<file path="src/rtl/vga_sync_monitor.sv">
// VGA stream receiver/checker: rebuilds sync-relative position, measures line/frame size and tracks mode lock.
// Optional probe capture is compiled in only when VGA_MON_PROBE_EN is defined.
module vga_sync_monitor #(
    parameter int H_TOTAL = 800,
    parameter int H_SYNC  = 96,
    parameter int V_TOTAL = 521
) (
    input  logic       clk,
    input  logic       rst_n,
    input  logic       pix_en,
    input  logic [2:0] R,
    input  logic [2:0] G,
    input  logic [1:0] B,
    input  logic       HS,
    input  logic       VS,
    input  logic       clr_err,
    input  logic [9:0] probe_x,
    input  logic [9:0] probe_y,
    output logic [9:0] hcnt,
    output logic [9:0] vcnt,
    output logic [9:0] line_len,
    output logic [9:0] frame_lines,
    output logic       frame_done,
    output logic       locked,
    output logic       h_err,
    output logic       v_err,
    output logic [7:0] probe_rgb,
    output logic       probe_valid
);

    // state   | meaning
    // SEARCH  | no mode reference yet; nothing is checked
    // ACQUIRE | one frame boundary seen; lines checked, waiting for a clean full frame
    // LOCKED  | stream matches the configured mode
    typedef enum logic [1:0] {SEARCH, ACQUIRE, LOCKED} state_t;

    localparam logic [10:0] H_TOTAL_W = 11'(H_TOTAL);
    localparam logic [9:0]  H_SYNC_W  = 10'(H_SYNC);
    localparam logic [10:0] V_TOTAL_W = 11'(V_TOTAL);
    localparam logic [9:0]  CNT_MAX   = 10'h3FF;

    state_t      state, state_nxt;
    logic        hs_q, vs_q, have_line, h_seen;
    logic [9:0]  hs_low;
    logic        hs_fall, hs_rise, vs_fall;
    logic [10:0] hlen, vlen;
    logic [9:0]  hcnt_nxt, vcnt_nxt;
    logic        h_evt, v_evt;

    function automatic logic [9:0] sat10(input logic [10:0] v);
        return v[10] ? CNT_MAX : v[9:0];
    endfunction

    assign hs_fall = hs_q & ~HS;
    assign hs_rise = ~hs_q & HS;
    assign vs_fall = vs_q & ~VS;
    assign hlen    = {1'b0, hcnt} + 11'd1;
    assign vlen    = {1'b0, vcnt} + 11'd1;

    assign hcnt_nxt = hs_fall ? 10'd0 : sat10(hlen);
    assign vcnt_nxt = vs_fall ? 10'd0 : (hs_fall ? sat10(vlen) : vcnt);

    // have_line also guards the width check so a sync pulse cut by reset is never judged
    assign h_evt = pix_en && (state != SEARCH) && have_line &&
                   ((hs_fall && (hlen != H_TOTAL_W)) || (hs_rise && (hs_low != H_SYNC_W)));
    assign v_evt = pix_en && (state == LOCKED) && vs_fall && (vlen != V_TOTAL_W);

    always_comb begin
        state_nxt = state;
        case (state)
            SEARCH:  if (pix_en && vs_fall) state_nxt = ACQUIRE;
            ACQUIRE: if (pix_en && vs_fall && (vlen == V_TOTAL_W) && !h_seen && !h_evt)
                         state_nxt = LOCKED;
            LOCKED:  if (h_evt || v_evt) state_nxt = SEARCH;
            default: state_nxt = SEARCH;
        endcase
    end

    always_ff @(posedge clk or negedge rst_n) begin
        if (!rst_n) state <= SEARCH;
        else        state <= state_nxt;
    end

    assign locked = (state == LOCKED);

    always_ff @(posedge clk or negedge rst_n) begin
        if (!rst_n) begin
            hs_q        <= 1'b1;
            vs_q        <= 1'b1;
            have_line   <= 1'b0;
            h_seen      <= 1'b0;
            hs_low      <= '0;
            hcnt        <= '0;
            vcnt        <= '0;
            line_len    <= '0;
            frame_lines <= '0;
            frame_done  <= 1'b0;
        end else begin
            frame_done <= 1'b0;
            if (pix_en) begin
                hs_q <= HS;
                vs_q <= VS;
                hcnt <= hcnt_nxt;
                vcnt <= vcnt_nxt;
                if (hs_fall) begin
                    if (have_line) line_len <= sat10(hlen);
                    have_line <= 1'b1;
                end
                if (hs_fall)                        hs_low <= 10'd1;
                else if (!HS && hs_low != CNT_MAX)  hs_low <= hs_low + 10'd1;
                if (vs_fall) begin
                    frame_lines <= sat10(vlen);
                    frame_done  <= 1'b1;
                end
                // each frame boundary opens a fresh acquisition window
                if (vs_fall)    h_seen <= 1'b0;
                else if (h_evt) h_seen <= 1'b1;
            end
        end
    end

    always_ff @(posedge clk or negedge rst_n) begin
        if (!rst_n) begin
            h_err <= 1'b0;
            v_err <= 1'b0;
        end else begin
            if (h_evt)        h_err <= 1'b1;
            else if (clr_err) h_err <= 1'b0;
            if (v_evt)        v_err <= 1'b1;
            else if (clr_err) v_err <= 1'b0;
        end
    end

`ifdef VGA_MON_PROBE_EN
    always_ff @(posedge clk or negedge rst_n) begin
        if (!rst_n) begin
            probe_rgb   <= '0;
            probe_valid <= 1'b0;
        end else begin
            probe_valid <= 1'b0;
            if (pix_en && (hcnt_nxt == probe_x) && (vcnt_nxt == probe_y)) begin
                probe_rgb   <= {R, G, B};
                probe_valid <= 1'b1;
            end
        end
    end
`else
    logic unused_probe;
    assign unused_probe = ^{probe_x, probe_y, R, G, B};
    assign probe_rgb    = '0;
    assign probe_valid  = 1'b0;
`endif

endmodule

</file>
<file path="config.mk">
export PLATFORM = sky130hd
export DESIGN_NAME = vga_sync_monitor
export DESIGN_NICKNAME = d
export VERILOG_FILES = /design/src/rtl/vga_sync_monitor.sv
export SDC_FILE = /design/constraint.sdc
export NUM_CORES = 1
export LEC_CHECK = 0
export CORE_MARGIN = 2
export CORE_UTILIZATION = 51
export CTS_CLUSTER_SIZE = 28
export DETAILED_ROUTE_END_ITERATION = 10
export DONT_BUFFER_PORTS = 1
export PLACE_DENSITY_LB_ADDON = 0.08
export SLEW_MARGIN = 30
export SYNTH_ARGS = -nofsm -noshare
export SYNTH_HDL_FRONTEND = slang
export SYNTH_SLANG_ARGS = --single-unit
</file>
<file path="constraint.sdc">
create_clock -name clk -period 2.1 [get_ports clk]
set_input_delay 0.42 -clock clk [delete_from_list [all_inputs] [get_ports clk]]
set_output_delay 0.42 -clock clk [all_outputs]
set_load 0.05 [all_outputs]
</file>
==> results of run 1 <==
-- sequential cells by signal, indices dropped and copies added (netlist names) --
| signal | count |
|---|---|
| frame_lines | 10 |
| hcnt | 10 |
| hs_low | 10 |
| line_len | 10 |
| vcnt | 10 |
| state | 2 |
| frame_done | 1 |
| h_err | 1 |
| h_seen | 1 |
| have_line | 1 |
| hs_q | 1 |
| v_err | 1 |
| vs_q | 1 |
-- critical path, stage by stage, from the launching register on --
cell,delay (ns)
dfrtp_2,0.40
ha_4,0.17
and4_4,0.27
mux2i_1,0.19
nand3_1,0.10
a2111o_1,0.51
a32o_2,0.29
-- per-layer routing --
layer	vias to the layer above	GRT usage, %	routed length, um
met2	81	30.9	3170
met3	13	5.47	439
met4	0	9.39	134
met5	-	0	0
li1	1313	-	-
met1	1240	30.7	3600
-- placed cells by master, fill, tap and decap left out, drive strengths merged, types with 3 or more instances in the layout --
cell | Yosys | routed
xnor2 | 5 | 5
and4 | 3 | 3
nor2 | 40 | 40
and3 | 5 | 5
nor3 | 8 | 8
inv | 17 | 17
buf | 19 | 34
o2bb2ai | 3 | 3
or3 | 6 | 6
conb | 1 | 9
dfrtp | 57 | 57
nand3 | 10 | 10
nor4 | 3 | 3
mux2i | 3 | 3
ha | 5 | 5
o21ai | 47 | 47
clkbuf | 8 | 9
clkinv | 0 | 4
a31oi | 6 | 6
nand4 | 9 | 9
nand2 | 35 | 35
or2 | 3 | 3
a21oi | 28 | 28
nand3b | 3 | 3
xor2 | 5 | 5
-- cells by family (layout without fill, tap and decap cells) --
logic type | Yosys count | in the layout | synth area share, %
compound gates | 104 | 104 | 19.3
other cells | 1 | 9 | 0.118
buf+inv | 45 | 68 | 7.90
flops | 59 | 59 | 46.5
fa+ha+maj | 5 | 5 | 1.97
mux | 3 | 3 | 0.943
simple gates | 133 | 133 | 20.6
xor+xnor | 10 | 10 | 2.75
-- stage by stage --
| stage | instances | area, um2 | hold WS, ns |
|---|---|---|---|
| 6_report | 466 | 3640 | 0.151 |
| 5_1_grt | 466 | 3640 | 0.136 |
| 4_1_cts | 461 | 3590 | 0.136 |
| 3_5_place_dp | 443 | 3360 | 0.126 |
| 3_3_place_gp | 443 | 3350 | 0.126 |
| 2_1_floorplan | 368 | 3240 | 0.124 |
-- area by class of cell --
cell class                      count  area (um2)  share of cell area (%)
Clock inverter                      7        76.3                    2.10
Sequential cell                    59        1490                    40.9
Timing Repair Buffer               35         285                    7.84
Inverter                           17        65.1                    1.79
Tap cell                           75        93.8                    2.58
Clock buffer                        9         124                    3.40
Multi-Input combinational cell    264        1510                    41.4
-- worst paths after layout --
check,startpoint,to,slack [ns],cells past startpoint
min in group asynchronous,rst_n,vcnt[6],0.62,2
hold reg to reg,state[1],state[0],0.50,1
hold / removal,pix_en,hs_q,0.15,1
max in group asynchronous,rst_n,hs_q,1.17,2
setup reg to reg,vcnt[0],v_err,0.07,6
setup / recovery,vcnt[0],v_err,0.07,6
-- power groups by stage --
stage          Clock, mW  Sequential [mW]  Combinational [mW]
6_report            1.05             1.78               0.729
5_1_grt             1.13             1.80               0.798
4_1_cts             1.07             1.78               0.703
3_5_place_dp           0             1.81               0.670
3_3_place_gp           0             1.80               0.662
2_1_floorplan          0             1.91               0.406
-- what timing repair did --
action / in CTS / in global routing
endpoints found under the setup margin: 0 / 6
endpoints found under the hold margin: 59 / 0
buffers inserted: 0 / 5
hold buffers: 2 / 0
gates resized for setup: 0 / 3
==> flow_summary.json, run 1 <==
{
  "drt_iter0_markers": 136,
  "grt_util_all_layers_pct": 21.5,
  "num_vias": 2647,
  "area_growth_pct": 14.3,
  "hold_class": "primary input to register",
  "synth_area_leaders": "dfrtp_1, nor2_1, a21oi_1, nand2_1, o21ai_0",
  "clk_path_buf_depth": 2,
  "ys.flop_type": "dfrtp_1",
  "synth_commonest_cells": "dfrtp_1, nor2_1, nand2_1",
  "vias_per_cell": 5.68,
  "hold_violations": 0,
  "ctsRootBufferMaster": "clkbuf_8",
  "status": "finished, final reports clean",
  "first_pass_iters": 4,
  "overflow": 0,
  "initial_utilization_pct": 53.1,
  "post-route-util_pct": 60.8,
  "ys_seq_area_share_pct": 46.5,
  "clkPwrFrac_pct": 29.4,
  "cts_htree_levels": 3,
  "clk_latency_ns": 0.33,
  "n_antenna_cell": 0,
  "synth_edf_count": 0,
  "globalplace.congestion": 0.862,
  "critPathCaptureType": "register",
  "cp-start-kind": "register",
  "cts_tree": "yes",
  "setup-violations-final": 0,
  "crit_type": "register to register",
  "p_total_mw": 3.56,
  "finalMaxSlewViolations": 0,
  "grt_antenna_before_repair": 0,
  "power_frac_comb_pct": 20.5,
  "ys_seq_elements": 59,
  "rows": 28,
  "layout.nets": 425,
  "swShare_pct": 41.1,
  "synth_most_common_cell": "dfrtp_1",
  "async_reset_ff_share_pct": 100,
  "dp_slack_ns": 0.0797,
  "clk_pin_slew_ns": 0.07,
  "p_switching_mw": 1.46,
  "required_ns": 2.32,
  "dieWidth_um": 83,
  "post-route-period-util_pct": 96.7,
  "seq_power_share_pct": 50.0,
  "cap_violations": 0,
  "pin_count": 87,
  "fin_crit_ns": 2.03,
  "syn_area_per_cell_um2": 8.84,
  "synth.top_cell.area_share_pct": 44.8,
  "first_global_vias": 2459,
  "ir_drop_v": 0.000714,
  "yosysWarnings": 0,
  "worst_slew_pin_slew_ns": 0.665,
  "synthDistinctLibCells": 61,
  "setup-tns-final_ns": 0,
  "wl_mm": 7.35,
  "fp.coreArea_um2": 5990,
  "internal-power_mw": 2.10,
  "remaining_drc_errors": 0,
  "synth_area_um2": 3180,
  "cp_max_fo": 7,
  "maxSlewHeadroom_pct": 55.7,
  "synth_cells": 360,
  "io_buffers": 0,
  "drive_gt1_share_pct": 19.4,
  "grt_pass1_wl_mm": 12.1,
  "final_antenna_net_count": 0,
  "yosysTopAreaCell": "dfrtp_1",
  "dpl.hpwl_mm": 5.00,
  "wire_per_inst_um": 15.8,
  "fillCellCount": 527,
  "fp.dieH_um": 83,
  "cts_buffers": 9,
  "cts.sinks": 59,
  "setup_ws_ns": 0.0688,
  "grt_max_degree": 60,
  "power_density_nw_per_um2": 977,
  "die_area_um2": 6890,
  "skew_ns": 0.0127,
  "p_leak_nw": 1.59,
  "arrival_ns": 2.25,
  "max_freq_ghz": 0.492
}
Power figures use the tool's default switching activity.
==> run 2, diff against run 1 <==
--- a/config.mk
+++ b/config.mk
@@ -6,7 +6,7 @@
 export NUM_CORES = 1
 export LEC_CHECK = 0
 export CORE_MARGIN = 2
-export CORE_UTILIZATION = 51
+export CORE_UTILIZATION = 54
 export CTS_CLUSTER_SIZE = 28
 export DETAILED_ROUTE_END_ITERATION = 10
 export DONT_BUFFER_PORTS = 1
==> flow_summary.json, run 2 (synthesis results as in run 1) <==
{
  "whs_path_depth": 1,
  "clk_latency_ns": 0.34,
  "slowest_delay_ns": 0.51,
  "met1_length_mm": 3.56,
  "required_ns": 2.33,
  "cts_htree_levels": 3,
  "grt_util_all_layers_pct": 23.5,
  "clk_pin_slew_ns": 0.07,
  "drt_iter0_markers": 207,
  "worst_slew_pin_slew_ns": 0.660,
  "finalMaxSlewViolations": 0,
  "die_area_um2": 6520,
  "grt_max_degree": 60,
  "seq_power_share_pct": 52.4,
  "cp-start-kind": "register",
  "num_vias": 2653,
  "hold_violations": 0,
  "crit_slowest_cell": "a2111o_1",
  "rsz0062_at_grt": "true",
  "routed.top_layer": "met4",
  "p_leak_nw": 1.60,
  "hold_class": "primary input to register",
  "wl_met3_um": 468,
  "io_buffers": 0,
  "ir_drop_v": 0.000618,
  "cap_violations": 0,
  "initial_utilization_pct": 56.8,
  "arrival_ns": 2.24,
  "cts_tree": "yes",
  "skew_ns": 0.00941,
  "globalplace.congestion": 0.888,
  "dpl.hpwl_mm": 5.09,
  "critPathCaptureType": "register",
  "fin_crit_ns": 2.01,
  "remaining_drc_errors": 0,
  "final_antenna_net_count": 0,
  "status": "finished, final reports clean",
  "crit_chain": "buf_4, nand3_2, nor2_1, or3_1, a2111o_1, a32o_2",
  "clkPwrFrac_pct": 26.3,
  "first_pass_iters": 5,
  "crit_type": "register to register",
  "final_cell_mix": "dfrtp_1, nor2_1, buf_4",
  "overflow": 0,
  "ctsRootBufferMaster": "clkbuf_8",
  "grt_pass1_wl_mm": 11.8,
  "post-route-period-util_pct": 95.7,
  "setup_ws_ns": 0.0910,
  "vias_per_cell": 5.69,
  "fp.coreArea_um2": 5610,
  "dp_slack_ns": 0.0493,
  "max_freq_ghz": 0.498,
  "layout_commonest_cell": "dfrtp_1",
  "cp_max_fo": 4,
  "first_global_vias": 2393,
  "power_density_nw_per_um2": 941,
  "n_antenna_cell": 0,
  "wire_per_inst_um": 15.5,
  "cts.sinks": 59,
  "pin_count": 87,
  "setup-violations-final": 0,
  "setup-tns-final_ns": 0,
  "power_frac_comb_pct": 21.4,
  "clk_path_buf_depth": 2,
  "met2_length_mm": 3.10,
  "grt_antenna_before_repair": 0,
  "internal-power_mw": 1.97,
  "p_switching_mw": 1.44,
  "cts_buffers": 9,
  "maxSlewHeadroom_pct": 56.0,
  "fp.dieH_um": 80.8,
  "drive_gt1_share_pct": 20.1,
  "area_growth_pct": 14.0,
  "wl_mm": 7.21,
  "rows": 27,
  "swShare_pct": 42.1,
  "layout.nets": 428,
  "dieWidth_um": 80.8,
  "reg2regPathDepth": 6
}
[run 2: layout make-up]
cell class	count	area, um2
clock buffer	9	124
multi-input combinational	264	1510
sequential	59	1490
fill	477	1980
timing repair buffer	38	308
clock inverter	7	45.0
inverter	17	65.1
tap	72	90.1
[run 2: power by group through the flow]
stage          Sequential, mW  Clock [mW]  Combinational, mW
2_1_floorplan            1.91           0              0.406
3_3_place_gp             1.81           0              0.677
3_5_place_dp             1.81           0              0.692
4_1_cts                  1.79       0.904              0.724
5_1_grt                  1.82       0.972              0.813
6_report                 1.79       0.896              0.730
[run 2: stage by stage]
stage	hold WS, ns	utilization [%]	total power [mW]	instances	instance area (um2)
5_1_grt	0.146	64.7	3.60	466	3630
6_report	0.150	64.7	3.41	466	3630
4_1_cts	0.134	64.0	3.41	462	3590
2_1_floorplan	0.124	-	2.32	368	3240
3_3_place_gp	0.126	60.2	2.48	444	3380
3_5_place_dp	0.126	60.3	2.50	444	3380
[run 2: what timing repair did]
action / in CTS / in global routing
resized for setup: 0 / 3
endpoints found under the setup margin: 0 / 8
buffers inserted: 0 / 4
hold endpoints to repair: 59 / 0
hold buffers: 2 / 0
[run 2: final timing paths]
kind	from	endpoint	slack, ns
setup reg to reg	vcnt[1]	v_err	0.09
hold / removal	pix_en	hs_q	0.15
setup / recovery	vcnt[1]	v_err	0.09
min in group asynchronous	rst_n	frame_lines[6]	0.60
max in group asynchronous	rst_n	hs_q	1.20
hold reg to reg	state[1]	state[0]	0.52
[run 2: per-layer routing]
layer | global-route usage [%] | vias up
li1 | - | 1320
met1 | 34.2 | 1246
met2 | 33.6 | 80
met3 | 6.00 | 7
met4 | 8.98 | 0
met5 | 0 | -
[run 2: worst max-delay path, delay by kind of cell (launching register included)]
family,cells,cell delay [ns]
AOI/OAI and AO/OA,2,0.82
buffers and inverters,1,0.21
DFF,1,0.42
and+or+nand+nor,3,0.45
==> run 3, diff against run 2 <==
--- a/config.mk
+++ b/config.mk
@@ -5,6 +5,7 @@
 export SDC_FILE = /design/constraint.sdc
 export NUM_CORES = 1
 export LEC_CHECK = 0
+export ABC_AREA = 1
 export CORE_MARGIN = 2
 export CORE_UTILIZATION = 54
 export CTS_CLUSTER_SIZE = 28
==> constraint.sdc (replaced) <==
create_clock -name clk -period 2 [get_ports clk]
set_input_delay 0.4 -clock clk [delete_from_list [all_inputs] [get_ports clk]]
set_output_delay 0.4 -clock clk [all_outputs]
set_load 0.05 [all_outputs]
==> flow_summary.json, run 3 <==
{
  "clk_pin_slew_ns": 0.07,
  "required_ns": 2.27,
  "overflow": 0,
  "yosysTopAreaCell": "dfrtp_1",
  "synth_cells": 390,
  "max_freq_ghz": 0.547,
  "dpl.hpwl_mm": 4.87,
  "dieWidth_um": 80.5,
  "fin_area_um2": 3650,
  "remaining_drc_errors": 0,
  "synth.top_cell.area_share_pct": 45.1,
  "cts.sinks": 59,
  "syn_area_per_cell_um2": 8.11,
  "synth_area_um2": 3160,
  "layout.nets": 462,
  "synth_xor_area_share_pct": 1.11,
  "pin_count": 87,
  "final_antenna_net_count": 0,
  "cts_buffers": 9,
  "synth_mux_area_share_pct": 0,
  "grt_pass1_wl_mm": 11.8,
  "ys_seq_elements": 59,
  "drive_gt1_share_pct": 22.9,
  "rows": 27,
  "grt_util_all_layers_pct": 23.8,
  "fp.coreArea_um2": 5570,
  "area_growth_pct": 15.4,
  "num_vias": 2613,
  "synthAdderAreaFrac_pct": 1.98,
  "place_area_um2": 3370,
  "drt_iter0_markers": 124,
  "maxSlewHeadroom_pct": 66.2,
  "final_cell_mix": "nand2_1, dfrtp_1, inv_1",
  "whs_ns": 0.133,
  "async_reset_ff_share_pct": 100,
  "vias_per_cell": 5.23,
  "critPathCaptureType": "register",
  "clk_path_buf_depth": 2,
  "p_leak_nw": 1.76,
  "power_density_nw_per_um2": 928,
  "cts_tree": "yes",
  "wire_per_inst_um": 13.8,
  "fp.dieH_um": 80.5,
  "synth_top_family_by_area": "simple AND/OR/NAND/NOR gates",
  "synth_commonest_cells": "nand2_1, dfrtp_1, inv_1",
  "setup-violations-final": 0,
  "ctsRootBufferMaster": "clkbuf_8",
  "crit_type": "register to register",
  "skew_ns": 0.00792,
  "yosysWarnings": 0,
  "synthSimpleGateAreaFrac_pct": 26.8,
  "hold_violations": 0,
  "ir_drop_v": 0.000519,
  "grt_antenna_before_repair": 0,
  "globalplace.congestion": 0.872,
  "io_buffers": 0,
  "worst_slew_pin_slew_ns": 0.507,
  "first_pass_iters": 4,
  "synthDistinctLibCells": 40,
  "synth_most_common_cell": "nand2_1",
  "post-route-period-util_pct": 91.5,
  "ys_seq_area_share_pct": 46.8,
  "ys.flop_type": "dfrtp_1",
  "n_antenna_cell": 0,
  "cap_violations": 0,
  "cp-start-kind": "register",
  "first_global_vias": 2557,
  "cp_max_fo": 4,
  "initial_utilization_pct": 56.7,
  "fin_crit_ns": 1.83,
  "synth_area_leaders": "dfrtp_1, nand2_1, inv_1, o21ai_0, nor2_1",
  "arrival_ns": 2.10,
  "status": "finished, final reports clean",
  "finalMaxSlewViolations": 0,
  "synth-compound-area-share_pct": 13.2,
  "die_area_um2": 6490,
  "cts_htree_levels": 3,
  "synth_edf_count": 0,
  "grt_max_degree": 60,
  "wl_mm": 6.89,
  "clk_latency_ns": 0.34,
  "hold_class": "primary input to register",
  "layout_commonest_cell": "nand2_1"
}
==> run 3: cell types whose count changed after synthesis, moves of 7 or more <==
cell / before / now
nand2_1: 35 / 79
inv_1: 15 / 51
o21ai_1: 23 / 2
a21oi_1: 28 / 13
nand3_1: 9 / 22
o22ai_1: 2 / 12
nand2_2: 0 / 8
nor2_2: 0 / 8
nor2_1: 40 / 33
==> run 3: layout make-up <==
class,instances,area [um2]
fill,496,1920
sequential,59,1480
multi-input combinational,266,1420
timing repair buffer,30,248
inverter,57,216
clock buffer,12,165
tap,72,90.1
clock inverter,4,23.8
==> run 3: stage by stage <==
step	std cells	setup slack, ns	util (%)	setup TNS, ns	total power [mW]
floorplan	398	0.0349	-	0	2.20
global placement	479	0.173	60.5	0	2.34
detailed placement	479	0.137	60.5	0	2.35
CTS	497	0.115	64.6	0	3.41
global route	500	-0.000952	65.5	-0.000952	3.55
finish	500	0.170	65.5	0	3.39
==> run 3: worst paths after layout <==
kind | start | end | slack [ns] | cells past startpoint
min in group asynchronous | rst_n | frame_lines[4] | 0.58 | 2
worst min register to register | vs_q | vs_q | 0.50 | 2
worst max-delay path | hs_low[0] | hs_low[9] | 0.17 | 14
worst max register to register | hs_low[0] | hs_low[9] | 0.17 | 14
worst min-delay path | pix_en | vs_q | 0.13 | 1
max in group asynchronous | rst_n | hs_q | 1.12 | 2
==> run 3: timing repair <==
action,4_1_cts,5_1_grt
buffers inserted,0,3
hold buffers,2,0
resized for setup,0,10
setup endpoints to repair,0,5
hold endpoints to repair,59,0
==> run 3: routing by layer <==
metal,track usage [%],share of wire (%),vias to the layer above
met5,0,0,-
met4,12.5,2.1,0
met3,5.51,6.4,12
met2,38.3,48,71
met1,29.7,44,1215
li1,-,-,1315
==> run 3: cells by family (layout without fill, tap and decap cells) <==
| group | count (synthesis) | after routing |
|---|---|---|
| adder cells (fa/ha/maj) | 5 | 5 |
| AO/OA/AOI/OAI | 71 | 71 |
| AND/OR/NAND/NOR | 177 | 177 |
| flip-flops | 59 | 59 |
| buffers and inverters | 73 | 103 |
| XOR/XNOR | 4 | 4 |
| other | 1 | 9 |
==> run 3: power breakdown <==
| part | internal (mW) | total [mW] | switching, mW |
|---|---|---|---|
| Clock | 0.546 | 1.02 | 0.471 |
| Sequential | 1.33 | 1.73 | 0.399 |
| Combinational | 0.203 | 0.642 | 0.439 |
==> run 3: critical path, cell delays in order (launching register included) <==
cell and delay [ns]:
dfrtp_1 0.38, ha_1 0.21, inv_2 0.07, nor3_1 0.05
nand3_1 0.09, nand2_2 0.07, inv_2 0.08, nand2_1 0.09
nor2_2 0.17, nand2_2 0.09, nor3_4 0.22, nand2_2 0.08
nand2_1 0.06, nand2_1 0.04, nor2_1 0.09
==> variant: new RTL, flow settings as in run 2 <==
The 3 states of `state_t` get a one-hot encoding in 3 bits.
--- a/src/rtl/vga_sync_monitor.sv
+++ b/src/rtl/vga_sync_monitor.sv
@@ -32,7 +32,7 @@
     // SEARCH  | no mode reference yet; nothing is checked
     // ACQUIRE | one frame boundary seen; lines checked, waiting for a clean full frame
     // LOCKED  | stream matches the configured mode
-    typedef enum logic [1:0] {SEARCH, ACQUIRE, LOCKED} state_t;
+    typedef enum logic [2:0] {SEARCH = 3'b001, ACQUIRE = 3'b010, LOCKED = 3'b100} state_t;
 
     localparam logic [10:0] H_TOTAL_W = 11'(H_TOTAL);
     localparam logic [9:0]  H_SYNC_W  = 10'(H_SYNC);
Formal check against the unedited RTL: no difference found for any inputs over 10 cycles, from zero or initial values and one cycle with rst_n low; not proved beyond that.
==> variant against run 2 <==
- synthesized area increased by 4.9%
- design area rose by 6.3%
- die area up 4.7%
- non-clock buffer count down 1
- wire length up 7.0%
- sequential cell count up 1
- worst setup slack improved by 0.027 ns
- clock power rose by 36%
- power rose by 8.0%
- largest cell class unchanged
- highest routed layer unchanged
==> variant: results (changes against run 2) <==
[layout]
fin_nets = 444  ; +3.7%
drive_gt1_share_pct = 18.54  ; -1.5 points

[yosys]
netlist_instances = 380  ; +5.6%
netlist_top_cells_count = dfrtp_1, nor2_1, o21ai_0
synthMuxAreaShare_pct = 1.836  ; +0.89 points
yosysSeqAreaShare_pct = 45.07  ; -1.4 points
synthTopCellsByArea = dfrtp_1, o21ai_0, nor2_1
ys_types = 59  ; -3.3%
async_reset_ff_share_pct = 100.0  ; unchanged
synth_xor_area_share_pct = 3.672  ; +0.92 points

[run_status]
status = finished clean

[route]
viasPerCell = 5.829  ; +2.4%
drt_iter0_markers = 145  ; -30%
wl_met2_mm = 3.504  ; +13%
wirelength_met1_mm = 3.548  ; -0.34%
dr.pass1.iters = 4  ; -1
drt-total-wl_mm = 7.717  ; +7.0%
wl_per_cell_microns = 15.91  ; +2.9%

[power_and_ir_drop]
ir_drop_uv = 851.2  ; +38%
p_leak_nw = 1.725  ; +8.1%

[placed_design]
placedCellCount = 467  ; +5.2%
dpl_cell_area_sq_um = 3556  ; +5.1%
gp_routability_congestion = 0.8926  ; +0.47%
dp_hpwl_mm = 5.346  ; +5.0%
pre_cts_slack_ns = 0.008634  ; -0.04065 ns

[grt]
grt_use_total_pct = 24.13  ; +0.64 points
met2_usage_pct = 34.68  ; +1.1 points
grt_max_degree = 61  ; +1.7%
grt_first_pass_wirelength_mm = 12.32  ; +4.1%
grtUsageMet1_pct = 33.89  ; -0.35 points
use_met3_pct = 6.630  ; +0.63 points

[setup_path]
slowest_delay_ns = 0.47  ; -0.04 ns
cp_top_family = compound AO/OA/AOI/OAI gates
slowest_stage = o41ai_2
path_max_fanout = 6  ; +2
critPathArrivalTime_ns = 2.26  ; +0.02 ns

[clock_tree]
ctsHoldBuffers = 2  ; unchanged

[timing]
tightest_slew_ns = 0.6249  ; -0.03540 ns

-- variant: power breakdown --
part / internal, mW / total, mW / switching (mW)
sequential: 1.32 / 1.80 / 0.480
clock: 0.761 / 1.22 / 0.456
combinational: 0.223 / 0.672 / 0.449
-- variant: cell type report --
type | instances | area [sq um]
Clock buffer | 12 | 165.2
Sequential cell | 60 | 1510
Inverter | 20 | 75.07
Timing Repair Buffer | 37 | 300.3
Multi-Input combinational cell | 277 | 1640
Tap cell | 75 | 93.84
Fill cell | 481 | 2101
Clock inverter | 4 | 70.07
-- variant: worst paths after layout --
kind                             end  cells past startpoint    start  slack (ns)
setup / recovery            state[2]                      6  vcnt[3]        0.12
max in group asynchronous   state[0]                      2    rst_n        1.17
hold / removal                  vs_q                      1   pix_en        0.15
min in group asynchronous  hs_low[9]                      2    rst_n        0.64
hold reg to reg               h_seen                      2   h_seen        0.53
setup reg to reg            state[2]                      6  vcnt[3]        0.12
